### src/rtl/r88_int_seq.sv
// Rocket88 interrupt/reset entry sequencer: arbitrates reset > NMI > IRQ at instruction
// boundaries, pushes PC/flags, fetches the 16-bit vector and reloads PC/SP.
module r88_int_seq #(
  parameter logic [15:0] VEC_RST = 16'hFFFA,
  parameter logic [15:0] VEC_NMI = 16'hFFFC,
  parameter logic [15:0] VEC_IRQ = 16'hFFFE
) (
  input  logic        sysClock,
  input  logic        resetReq,
  input  logic        nmiReq,
  input  logic        irq,
  input  logic        irqEn,
  input  logic        instrBoundary,
  input  logic [15:0] pc,
  input  logic [15:0] sp,
  input  logic [7:0]  flags,
  input  logic        memReady,
  input  logic [7:0]  memData,
  output logic [15:0] addr,
  output logic [7:0]  dOut,
  output logic        readMem,
  output logic        writeMem,
  output logic        busy,
  output logic        pcLoad,
  output logic [15:0] pcNew,
  output logic        spLoad,
  output logic [15:0] spNew,
  output logic        irqEnClr,
  output logic [1:0]  intAck
);

  localparam int unsigned AW = 16;
  localparam int unsigned DW = 8;
  localparam int unsigned SW = 2;

  localparam logic [2:0] S_RST_HOLD = 3'd0;
  localparam logic [2:0] S_IDLE     = 3'd1;
  localparam logic [2:0] S_PUSH_PCH = 3'd2;
  localparam logic [2:0] S_PUSH_PCL = 3'd3;
  localparam logic [2:0] S_PUSH_F   = 3'd4;
  localparam logic [2:0] S_VEC_L    = 3'd5;
  localparam logic [2:0] S_VEC_H    = 3'd6;
  localparam logic [2:0] S_LOAD     = 3'd7;

  localparam logic [SW-1:0] SRC_NMI = 2'b01;
  localparam logic [SW-1:0] SRC_IRQ = 2'b10;
  localparam logic [SW-1:0] SRC_RST = 2'b11;

  logic [2:0]    r_state;
  logic [SW-1:0] r_src;
  logic [AW-1:0] r_pc;
  logic [AW-1:0] r_sp;
  logic [DW-1:0] r_flags;
  logic [DW-1:0] r_vec_lo;
  logic [DW-1:0] r_vec_hi;
  logic          r_nmi_prev;
  logic          r_nmi_pend;

  logic [2:0]    w_state_nxt;
  logic [SW-1:0] w_src_nxt;
  logic [AW-1:0] w_pc_nxt;
  logic [AW-1:0] w_sp_nxt;
  logic [DW-1:0] w_flags_nxt;
  logic [DW-1:0] w_vec_lo_nxt;
  logic [DW-1:0] w_vec_hi_nxt;
  logic [AW-1:0] w_vec_base;
  logic          w_nmi_edge;
  logic          w_nmi_any;
  logic          w_nmi_take;
  logic [AW-1:0] w_addr;
  logic [DW-1:0] w_dout;
  logic          w_rd;
  logic          w_wr;
  logic          w_busy;
  logic          w_pcld;
  logic [AW-1:0] w_pcnew;
  logic          w_spld;
  logic [AW-1:0] w_spnew;
  logic          w_irqclr;
  logic [SW-1:0] w_ack;

  // A same-cycle edge counts at arbitration so a boundary NMI is not lost a cycle
  assign w_nmi_edge = nmiReq & ~r_nmi_prev;
  assign w_nmi_any  = r_nmi_pend | w_nmi_edge;

  // Next state, captured context, and outputs decoded from the next state
  always_comb begin
    w_state_nxt  = r_state;
    w_src_nxt    = r_src;
    w_pc_nxt     = r_pc;
    w_sp_nxt     = r_sp;
    w_flags_nxt  = r_flags;
    w_vec_lo_nxt = r_vec_lo;
    w_vec_hi_nxt = r_vec_hi;
    w_nmi_take   = 1'b0;
    w_vec_base   = VEC_RST;
    w_addr       = '0;
    w_dout       = '0;
    w_rd         = 1'b0;
    w_wr         = 1'b0;
    w_busy       = 1'b0;
    w_pcld       = 1'b0;
    w_pcnew      = '0;
    w_spld       = 1'b0;
    w_spnew      = '0;
    w_irqclr     = 1'b0;
    w_ack        = '0;

    case (r_state)
      S_RST_HOLD: begin
        w_state_nxt = S_VEC_L;
        w_src_nxt   = SRC_RST;
      end
      S_IDLE: begin
        if (instrBoundary && (w_nmi_any || (irq && irqEn))) begin
          w_state_nxt = S_PUSH_PCH;
          w_src_nxt   = w_nmi_any ? SRC_NMI : SRC_IRQ;
          w_nmi_take  = w_nmi_any;
          w_pc_nxt    = pc;
          w_sp_nxt    = sp;
          w_flags_nxt = flags;
        end
      end
      S_PUSH_PCH: if (memReady) w_state_nxt = S_PUSH_PCL;
      S_PUSH_PCL: if (memReady) w_state_nxt = S_PUSH_F;
      S_PUSH_F:   if (memReady) w_state_nxt = S_VEC_L;
      S_VEC_L: begin
        if (memReady) begin
          w_vec_lo_nxt = memData;
          w_state_nxt  = S_VEC_H;
        end
      end
      S_VEC_H: begin
        if (memReady) begin
          w_vec_hi_nxt = memData;
          w_state_nxt  = S_LOAD;
        end
      end
      default: w_state_nxt = S_IDLE;
    endcase

    case (w_src_nxt)
      SRC_NMI: w_vec_base = VEC_NMI;
      SRC_IRQ: w_vec_base = VEC_IRQ;
      default: w_vec_base = VEC_RST;
    endcase

    case (w_state_nxt)
      S_PUSH_PCH: begin
        w_wr   = 1'b1;
        w_addr = w_sp_nxt;
        w_dout = w_pc_nxt[15:8];
      end
      S_PUSH_PCL: begin
        w_wr   = 1'b1;
        w_addr = w_sp_nxt - AW'(1);
        w_dout = w_pc_nxt[7:0];
      end
      S_PUSH_F: begin
        w_wr   = 1'b1;
        w_addr = w_sp_nxt - AW'(2);
        w_dout = w_flags_nxt;
      end
      S_VEC_L: begin
        w_rd   = 1'b1;
        w_addr = w_vec_base;
      end
      S_VEC_H: begin
        w_rd   = 1'b1;
        w_addr = w_vec_base + AW'(1);
      end
      S_LOAD: begin
        w_pcld   = 1'b1;
        w_pcnew  = {w_vec_hi_nxt, w_vec_lo_nxt};
        w_ack    = w_src_nxt;
        w_irqclr = 1'b1;
        if (w_src_nxt != SRC_RST) begin
          w_spld  = 1'b1;
          w_spnew = w_sp_nxt - AW'(3);
        end
      end
      default: ;
    endcase

    w_busy = (w_state_nxt != S_IDLE) && (w_state_nxt != S_RST_HOLD);
  end

  // State, context and registered outputs; reset aborts any bus cycle at the next edge
  always_ff @(posedge sysClock) begin
    if (resetReq) begin
      r_state    <= S_RST_HOLD;
      r_src      <= '0;
      r_pc       <= '0;
      r_sp       <= '0;
      r_flags    <= '0;
      r_vec_lo   <= '0;
      r_vec_hi   <= '0;
      r_nmi_prev <= 1'b0;
      r_nmi_pend <= 1'b0;
      addr       <= '0;
      dOut       <= '0;
      readMem    <= 1'b0;
      writeMem   <= 1'b0;
      busy       <= 1'b0;
      pcLoad     <= 1'b0;
      pcNew      <= '0;
      spLoad     <= 1'b0;
      spNew      <= '0;
      irqEnClr   <= 1'b0;
      intAck     <= '0;
    end else begin
      r_state    <= w_state_nxt;
      r_src      <= w_src_nxt;
      r_pc       <= w_pc_nxt;
      r_sp       <= w_sp_nxt;
      r_flags    <= w_flags_nxt;
      r_vec_lo   <= w_vec_lo_nxt;
      r_vec_hi   <= w_vec_hi_nxt;
      r_nmi_prev <= nmiReq;
      r_nmi_pend <= w_nmi_take ? 1'b0 : (r_nmi_pend | w_nmi_edge);
      addr       <= w_addr;
      dOut       <= w_dout;
      readMem    <= w_rd;
      writeMem   <= w_wr;
      busy       <= w_busy;
      pcLoad     <= w_pcld;
      pcNew      <= w_pcnew;
      spLoad     <= w_spld;
      spNew      <= w_spnew;
      irqEnClr   <= w_irqclr;
      intAck     <= w_ack;
    end
  end

endmodule

### config.mk
export PLATFORM = sky130hd
export DESIGN_NAME = r88_int_seq
export DESIGN_NICKNAME = d
export VERILOG_FILES = /design/src/rtl/r88_int_seq.sv
export SDC_FILE = /design/constraint.sdc
export NUM_CORES = 1
export LEC_CHECK = 0
export BUFFER_PORTS_ARGS = -buffer_cell sky130_fd_sc_hd__buf_2
export CORE_AREA = 2 2 121 123
export CTS_BUF_LIST = sky130_fd_sc_hd__clkbuf_16
export DETAILED_ROUTE_END_ITERATION = 8
export DIE_AREA = 0 0 123 125
export HOLD_SLACK_MARGIN = 0.08
export PLACE_DENSITY_LB_ADDON = 0.3
export SLEW_MARGIN = 30
export SYNTH_ARGS = -nofsm -noshare
export SYNTH_HDL_FRONTEND = slang
export SYNTH_SLANG_ARGS = --single-unit
### constraint.sdc
create_clock -name sysClock -period 2.8 [get_ports sysClock]
set_input_delay 0.28 -clock sysClock [delete_from_list [all_inputs] [get_ports sysClock]]
set_output_delay 0.28 -clock sysClock [all_outputs]
set_load 0.005 [all_outputs]
**Word-level counts from Yosys, hierarchy flattened**

Cells that the tools add are included.

- Bits in registers: 126
- Bits of input ports: 55
- Output and inout bits: 64
- Logic and storage cells: 84

- Add/sub/neg operators: 4
- Equality and inequality tests: 16
- Mux-type cells: 29
- Bitwise operators: 5
- Reduce and logical (&&, ||, !) cells: 11

Operators with widths:

| cell | number |
|---|---|
| 16-bit case mux with 5 select lines | 1 |
| 16-bit 2-to-1 mux | 4 |
| 8-bit 2-to-1 mux | 6 |
| 16-bit by 2-bit subtractor with 16-bit output (second input constant) | 2 |
| 8-bit case mux with 3 select lines | 1 |
| 3-bit equality test (second input constant) | 7 |
| 3-bit case mux with 7 select lines | 1 |
| 3-bit 2-to-1 mux | 6 |
| 16-bit by 1-bit adder with 16-bit output (second input constant) | 1 |
| 16-bit by 1-bit subtractor with 16-bit output (second input constant) | 1 |
| 3-bit by 2-bit equality test with 1-bit output (second input constant) | 4 |
| 1-bit 2-to-1 mux | 6 |
| 3-bit case mux with 2 select lines | 1 |
| 2-bit OR reduction | 3 |
| 3-bit OR reduction | 2 |
| 2-bit 2-to-1 mux | 2 |
| 2-bit case mux with 2 select lines | 1 |
| 3-bit by 1-bit equality test with 1-bit output (second input constant) | 1 |
| 1-bit logical AND | 3 |
| 3-bit zero test | 1 |
| 3-bit by 1-bit != test with 1-bit output (second input constant) | 1 |
| 1-bit NOT | 3 |
| 3-bit nonzero test | 1 |
| 2-bit by 1-bit equality test with 1-bit output (second input constant) | 1 |
| 5 further kinds | 5 |

**Logic depth before layout (Yosys ltp)**

- Word-level depth: 11
- Gate-level depth with buffers: 11
- Mapped depth without buffers: 10

**Least setup slack after synthesis**

OpenSTA, ideal clock, no wires.

- Path kind: register to register
- Start: register r_state[2]
- End: register addr[10]
- Setup time: 0.141 ns
- Arrival time: 2.530 ns
- Required time: 2.659 ns
- Slack: 0.129 ns
- Cell stages (with the launch flop): 11
- Buffers on the path: 2
- Clock period less this slack: 2.671 ns
- Cell sequence: dfxtp_1 -> buf_6 -> and4bb_4 -> o31ai_4 -> mux2i_1 -> ha_1 -> clkbuf_1 -> nand3_1 -> mux2_2 -> a221oi_1 -> a311oi_1

- Cells in the longest elaborated chain, start to end: 6
- Elaborated cells between the ends (all ways): 28
- Classes of those cells: add/sub: 3; eq/ne: 13; mux: 11; reduce/logical: 1

Ends and longest elaborated chain:

| what | RTL line | text |
|---|---|---|
| from (decl) | 49 | `logic [2:0] r_state;` |
| from (signal assigned) | 212 | `r_state <= w_state_nxt;` |
| 3-bit by 1-bit equality test with 1-bit output / 3-bit zero test (equally long branches) | 109 | `case (r_state)` |
| 2-bit case mux with 2 select lines | 109 |  |
| 2-bit equality test / 2-bit by 1-bit equality test with 1-bit output (equally long branches) | 142 | `case (w_src_nxt)` |
| 3-bit case mux with 2 select lines | 142 |  |
| 16-bit by 1-bit adder with 16-bit output | 170 | `w_addr = w_vec_base + AW'(1);` |
| 16-bit case mux with 5 select lines (*) | 148 | `case (w_state_nxt)` |
| to (signal assigned) | 221 | `addr <= w_addr;` |
| to (decl) | 19 | `output logic [15:0] addr,` |

Every way passes the cells marked *; elsewhere a longest branch is shown, timed or not.
A chain may end at the register's enable or synchronous reset.

**Final worst setup path**

- Start: register r_nmi_pend
- End: register spNew[9]

- Elaborated cells between the ends (all ways): 16
- Classes of those cells: add/sub: 1; eq/ne: 2; mux: 7; bitwise: 3; reduce/logical: 3

RTL lines:

| what | RTL line | text |
|---|---|---|
| from (decl) | 57 | `logic r_nmi_pend;` |
| from (signal assigned) | 220 | `r_nmi_pend <= w_nmi_take ? 1'b0 : (r_nmi_pend \| w_nmi_edge);` |
| 1-bit OR | 84 | `assign w_nmi_any = r_nmi_pend \| w_nmi_edge;` |
| 1-bit logical OR | 115 | `if (instrBoundary && (w_nmi_any \|\| (irq && irqEn))) begin` |
| 1-bit logical AND | 115 |  |
| 16-bit 2-to-1 mux | 115 |  |
| 16-bit 2-to-1 mux | 109 |  |
| via w_sp_nxt[1] | 62 | `logic [AW-1:0] w_sp_nxt;` |
| 16-bit by 2-bit subtractor with 16-bit output | 179 | `w_spnew = w_sp_nxt - AW'(3);` |
| to (signal assigned) | 229 | `spNew <= w_spnew;` |
| to (decl) | 27 | `output logic [15:0] spNew,` |

The timed path passes the listed nets, and every way through them passes these cells.

==> results by stage <==
Status:
- The flow ran to the end, and the final reports show no timing, DRC or antenna violations.

Timing:
- After layout, the minimum clock period comes to about 2.6 ns.
- For the pin with the worst max-slew slack, the measured transition is between 0.9 and 1 ns.
- The final worst-path cycle share is between 90% and 100%.
- On the final layout, the worst clock skew is 0.00958 ns.
- Timing would allow up to 391 MHz.
- The sum of negative setup slack is 0 ns.
- The count of endpoints failing setup in the final report is 0.
- The tightest hold path in the finished design has a slack of 0.0961 ns.
- The count of endpoints failing hold in the final timing report is 0.
- Setup repair after global routing left no endpoint under its margin.
- The normalized max-slew margin is 32.9%.
- The count of pins over their slew limit came to 0.

Worst setup path:
- The worst register-to-register path ends at spNew[9].
- The worst reg2reg path depth is 7.
- The startpoint identified for the worst register-to-register timing path is r_nmi_pend.
- For flop-to-flop paths, the worst setup slack is between 0.2 and 0.25 ns.
- The worst setup path is of the flip-flop to flip-flop kind.
- The endpoint required time on the critical path is between 3 and 4 ns.
- In this run the worst path has a maximum fanout of 8.
- Data arrives at the worst endpoint at between 2 and 3 ns.
- STA classifies the critical path endpoint as a flip-flop.
- The worst setup path is launched from a flip-flop.

Die:
- The initialized floorplan defines 44 standard-cell rows.
- The die covers 15400 sq um.
- The core region is 14200 sq um.
- Measured along the x axis, the die boundary spans 123 microns.
- The vertical die dimension is 125 microns.
- The number of ports placed on the die boundary is 119.
- Once the floorplan was initialized, standard cells occupied between 30% and 40% of the core.

Hold path:
- The worst hold path class is primary input to flip-flop.
- The launch instance of the worst min-delay path is nmiReq.
- For hold timing, the worst endpoint is r_nmi_prev.
- The cell depth of the worst min-delay path is 2.

Route:
- The number of remaining DRC errors is 0.
- In the final routed layout, each cell accounts on average for 17.5 microns.
- Across all layers, the routed design uses between 5k and 6k vias.
- In this run, the number of DRC markers left after iteration 0 of detailed routing was 356.
- The number of routed nets with antenna violations is 0.
- Summed over all layers, the routed wires come to 16400 microns.
- Dividing the detail-routed via count by the number of cells gives between 5 and 6.
- The detailed-routing iteration count for the pre-antenna-repair pass is 6.

Clock network:
- CTS placed an instance of sky130_fd_sc_hd__clkbuf_16 at the clock tree root.
- TritonCTS built the clock tree.
- The TritonCTS buffer count is 17.
- The maximum clock insertion buffer count is 2.
- After clock tree synthesis, the clock-pin slew on the worst setup and hold paths is 0.06 ns.
- The count of clock tree sinks is 118.
- Clock latency on the worst-skew pair, taken at its later pin, is 0.41 ns.
- In this run the number of H-tree levels came out at 4.
- Gates resized during post-CTS repair numbered 0.

Finish:
- With fillers left out, the area of the finished cells amounts to about 7000 sq um.
- At the end of the flow, the number of nets in the layout was 800.
- In the final layout, flip-flops and latches occupy around 2400 sq um.
- Relative to the synthesized area, the layout overhead comes to 27.3%.
- The area of the multi-input gates is 2900 sq um.
- The repair_antennas step left the layout with diodes totalling 0.
- The filler cell count is between 1k and 1.5k.
- Leaving out filler cells and counting taps, the final layout contains 936.
- Cells with a size suffix above 1 make up 27.3% of the layout.

Synth:
- For this run, the leading register cell type out of synthesis is sky130_fd_sc_hd__dfxtp_1.
- The biggest area consumer among synthesized cells is sky130_fd_sc_hd__dfxtp_1.
- Yosys mapped the design onto 66 distinct sky130hd cell types.
- The post-synthesis sequential area ratio is a little over two fifths.
- The post-synthesis net count is approximately 670.
- The synthesized design devotes to its leading area cell type around 43% of total area.
- Counting flops and latches in the post-synthesis netlist gives 118.
- The average footprint of a synthesized cell is 9.08 sq um.
- By area the synthesized netlist is led by sky130_fd_sc_hd__dfxtp_1, sky130_fd_sc_hd__mux2i_1, sky130_fd_sc_hd__nor2_1, sky130_fd_sc_hd__a21oi_1, sky130_fd_sc_hd__o21ai_0.
- The summed instance area of the synthesized netlist is roughly 5500 sq um.
- Yosys printed 0 warnings.
- Of all flip-flops after synthesis, the portion carrying an async set or reset was 0%.
- In this run, synthesis inferred 0 flip-flops with an integrated enable.
- In the synthesized netlist, the number of instances is 605.

Global route:
- The overall routing resource usage is 21.6%.
- The first-pass GRT wire length is between 20000 and 30000 microns.
- Entering global routing, the biggest net connects 48 pins.
- The number of global-route vias before repair is roughly 5.0k.
- Global routing finished with a remaining overflow of 0.
- The number of antenna violations at the first check in global routing is 0.

Pwr:
- The peak ir drop on the vdd network is 391 uV.
- The leakage component of the power is 3.34 nW.
- The overall power consumption is around 5.0 mW.
- Power spread over the standard cell area amounts to 721 nW/um^2.

Placement:
- The weighted congestion at the end of routability-driven global placement is approximately 0.89.
- The wire-length estimate of the detail-placed layout is 11600 microns.
- In this run, placement finished with an instance count of 898.
- The cell area after placement is 6330 sq um.
- The count of input and output buffers is approximately 120.

Run:
- The number of max-cap violations is 0.
==> Yosys cell counts, types with 11 or more instances <==
master,n
sky130_fd_sc_hd__nor2_1,113
sky130_fd_sc_hd__clkbuf_1,22
sky130_fd_sc_hd__mux2i_1,55
sky130_fd_sc_hd__o21ai_0,21
sky130_fd_sc_hd__dfxtp_1,118
sky130_fd_sc_hd__xnor2_1,12
sky130_fd_sc_hd__and2_1,11
sky130_fd_sc_hd__nand3_1,15
sky130_fd_sc_hd__a21oi_1,26
sky130_fd_sc_hd__nand2_1,26
sky130_fd_sc_hd__nor4_1,11
sky130_fd_sc_hd__o21a_1,13
==> worst max-delay path, stage by stage (launching register included) <==
cell	delay [ns]
sky130_fd_sc_hd__dfxtp_1	0.37
sky130_fd_sc_hd__o31ai_4	0.50
sky130_fd_sc_hd__mux2i_1	0.42
sky130_fd_sc_hd__inv_1	0.11
sky130_fd_sc_hd__ha_1	0.38
sky130_fd_sc_hd__a2111oi_2	0.44
sky130_fd_sc_hd__xor2_1	0.17
sky130_fd_sc_hd__nor2_1	0.05
==> per-stage QoR <==
stage	utilization, %	setup slack, ns
global placement	44.6	0.172
global route	49.2	0.0202
finish	49.2	0.241
detailed placement	44.6	0.124
CTS	49.2	0.235
floorplan	-	0.129
==> layer usage <==
layer | GRT usage, % | part of all wire, % | up-vias
met3 | 7.03 | 8.5 | 30
met5 | 0 | 0 | -
met1 | 27.3 | 43 | 2419
met2 | 33.8 | 46 | 227
met4 | 8.96 | 2.6 | 0
li1 | - | - | 2425
==> what timing repair did <==
item | CTS | global route
buffers inserted | 0 | 0
hold endpoints to repair | 6 | 0
hold buffers | 6 | 0
==> registers in the layout, summed over array words and instances (netlist names), 2 cells and up <==
register	count
addr	16
dOut	8
intAck	2
pcNew	16
r_flags	8
r_pc	16
r_sp	16
r_src	2
r_state	3
r_vec_lo	8
spNew	16
==> final cells by class <==
| type | count | share of cell area, % |
|---|---|---|
| clock buffers | 17 | 6.08 |
| clock inverters | 15 | 2.54 |
| inverters | 8 | 0.429 |
| multi-input cells | 441 | 41.5 |
| flip-flops and latches | 118 | 33.8 |
| well taps | 184 | 3.29 |
| repair buffers | 153 | 12.4 |
==> power breakdown <==
group | switching (mW) | internal [mW]
clock network | 0.822 | 1.40
registers | 0.0445 | 1.77
logic | 0.579 | 0.423
==> worst max path at each step <==
stage          startpoint         to  slack (ns)  cells after the start
2_1_floorplan  r_state[2]   addr[10]        0.13                     10
3_3_place_gp       nmiReq   spNew[1]        0.17                     11
3_5_place_dp       nmiReq  spNew[12]        0.12                      9
4_1_cts        r_nmi_prev   spNew[7]        0.23                     10
5_1_grt        r_nmi_pend   addr[14]        0.02                      8
6_report       r_nmi_pend   spNew[9]        0.24                      7
==> cell families (layout without fill, tap and decap cells) <==
family	after synthesis	count (layout)	share of synthesized area [%]
flip-flops	118	118	43.0
adder cells (fa/ha/maj)	7	7	1.55
AO/OA/AOI/OAI	123	123	15.6
AND/OR/NAND/NOR	223	223	19.2
XOR/XNOR	18	18	2.87
multiplexers	70	70	13.6
buffers and inverters	46	193	4.19
==> cell usage in the layout, fill, tap and decap left out, drive strengths merged, types with 2 or more instances in the layout <==
master       count
a2111oi          3
a211oi           5
a21o             4
a21oi           26
a221o            2
a221oi           4
a22oi            3
a311oi           5
a31oi            7
and2            12
buf            147
bufinv           3
clkbuf          17
clkinv           6
clkinvlp         3
dfxtp          118
dlygate4sd3      6
ha               6
inv             11
mux2            11
mux2i           59
nand2           26
nand2b           4
nand3           15
nand3b           3
nor2           113
nor2b            8
nor3            10
nor3b            3
nor4            13
o21a            13
o21ai           22
o22ai           10
o31a             4
o31ai            3
or2              4
or3              7
xnor2           12
xor2             6
Note: power is estimated with default switching activity, not from simulation.
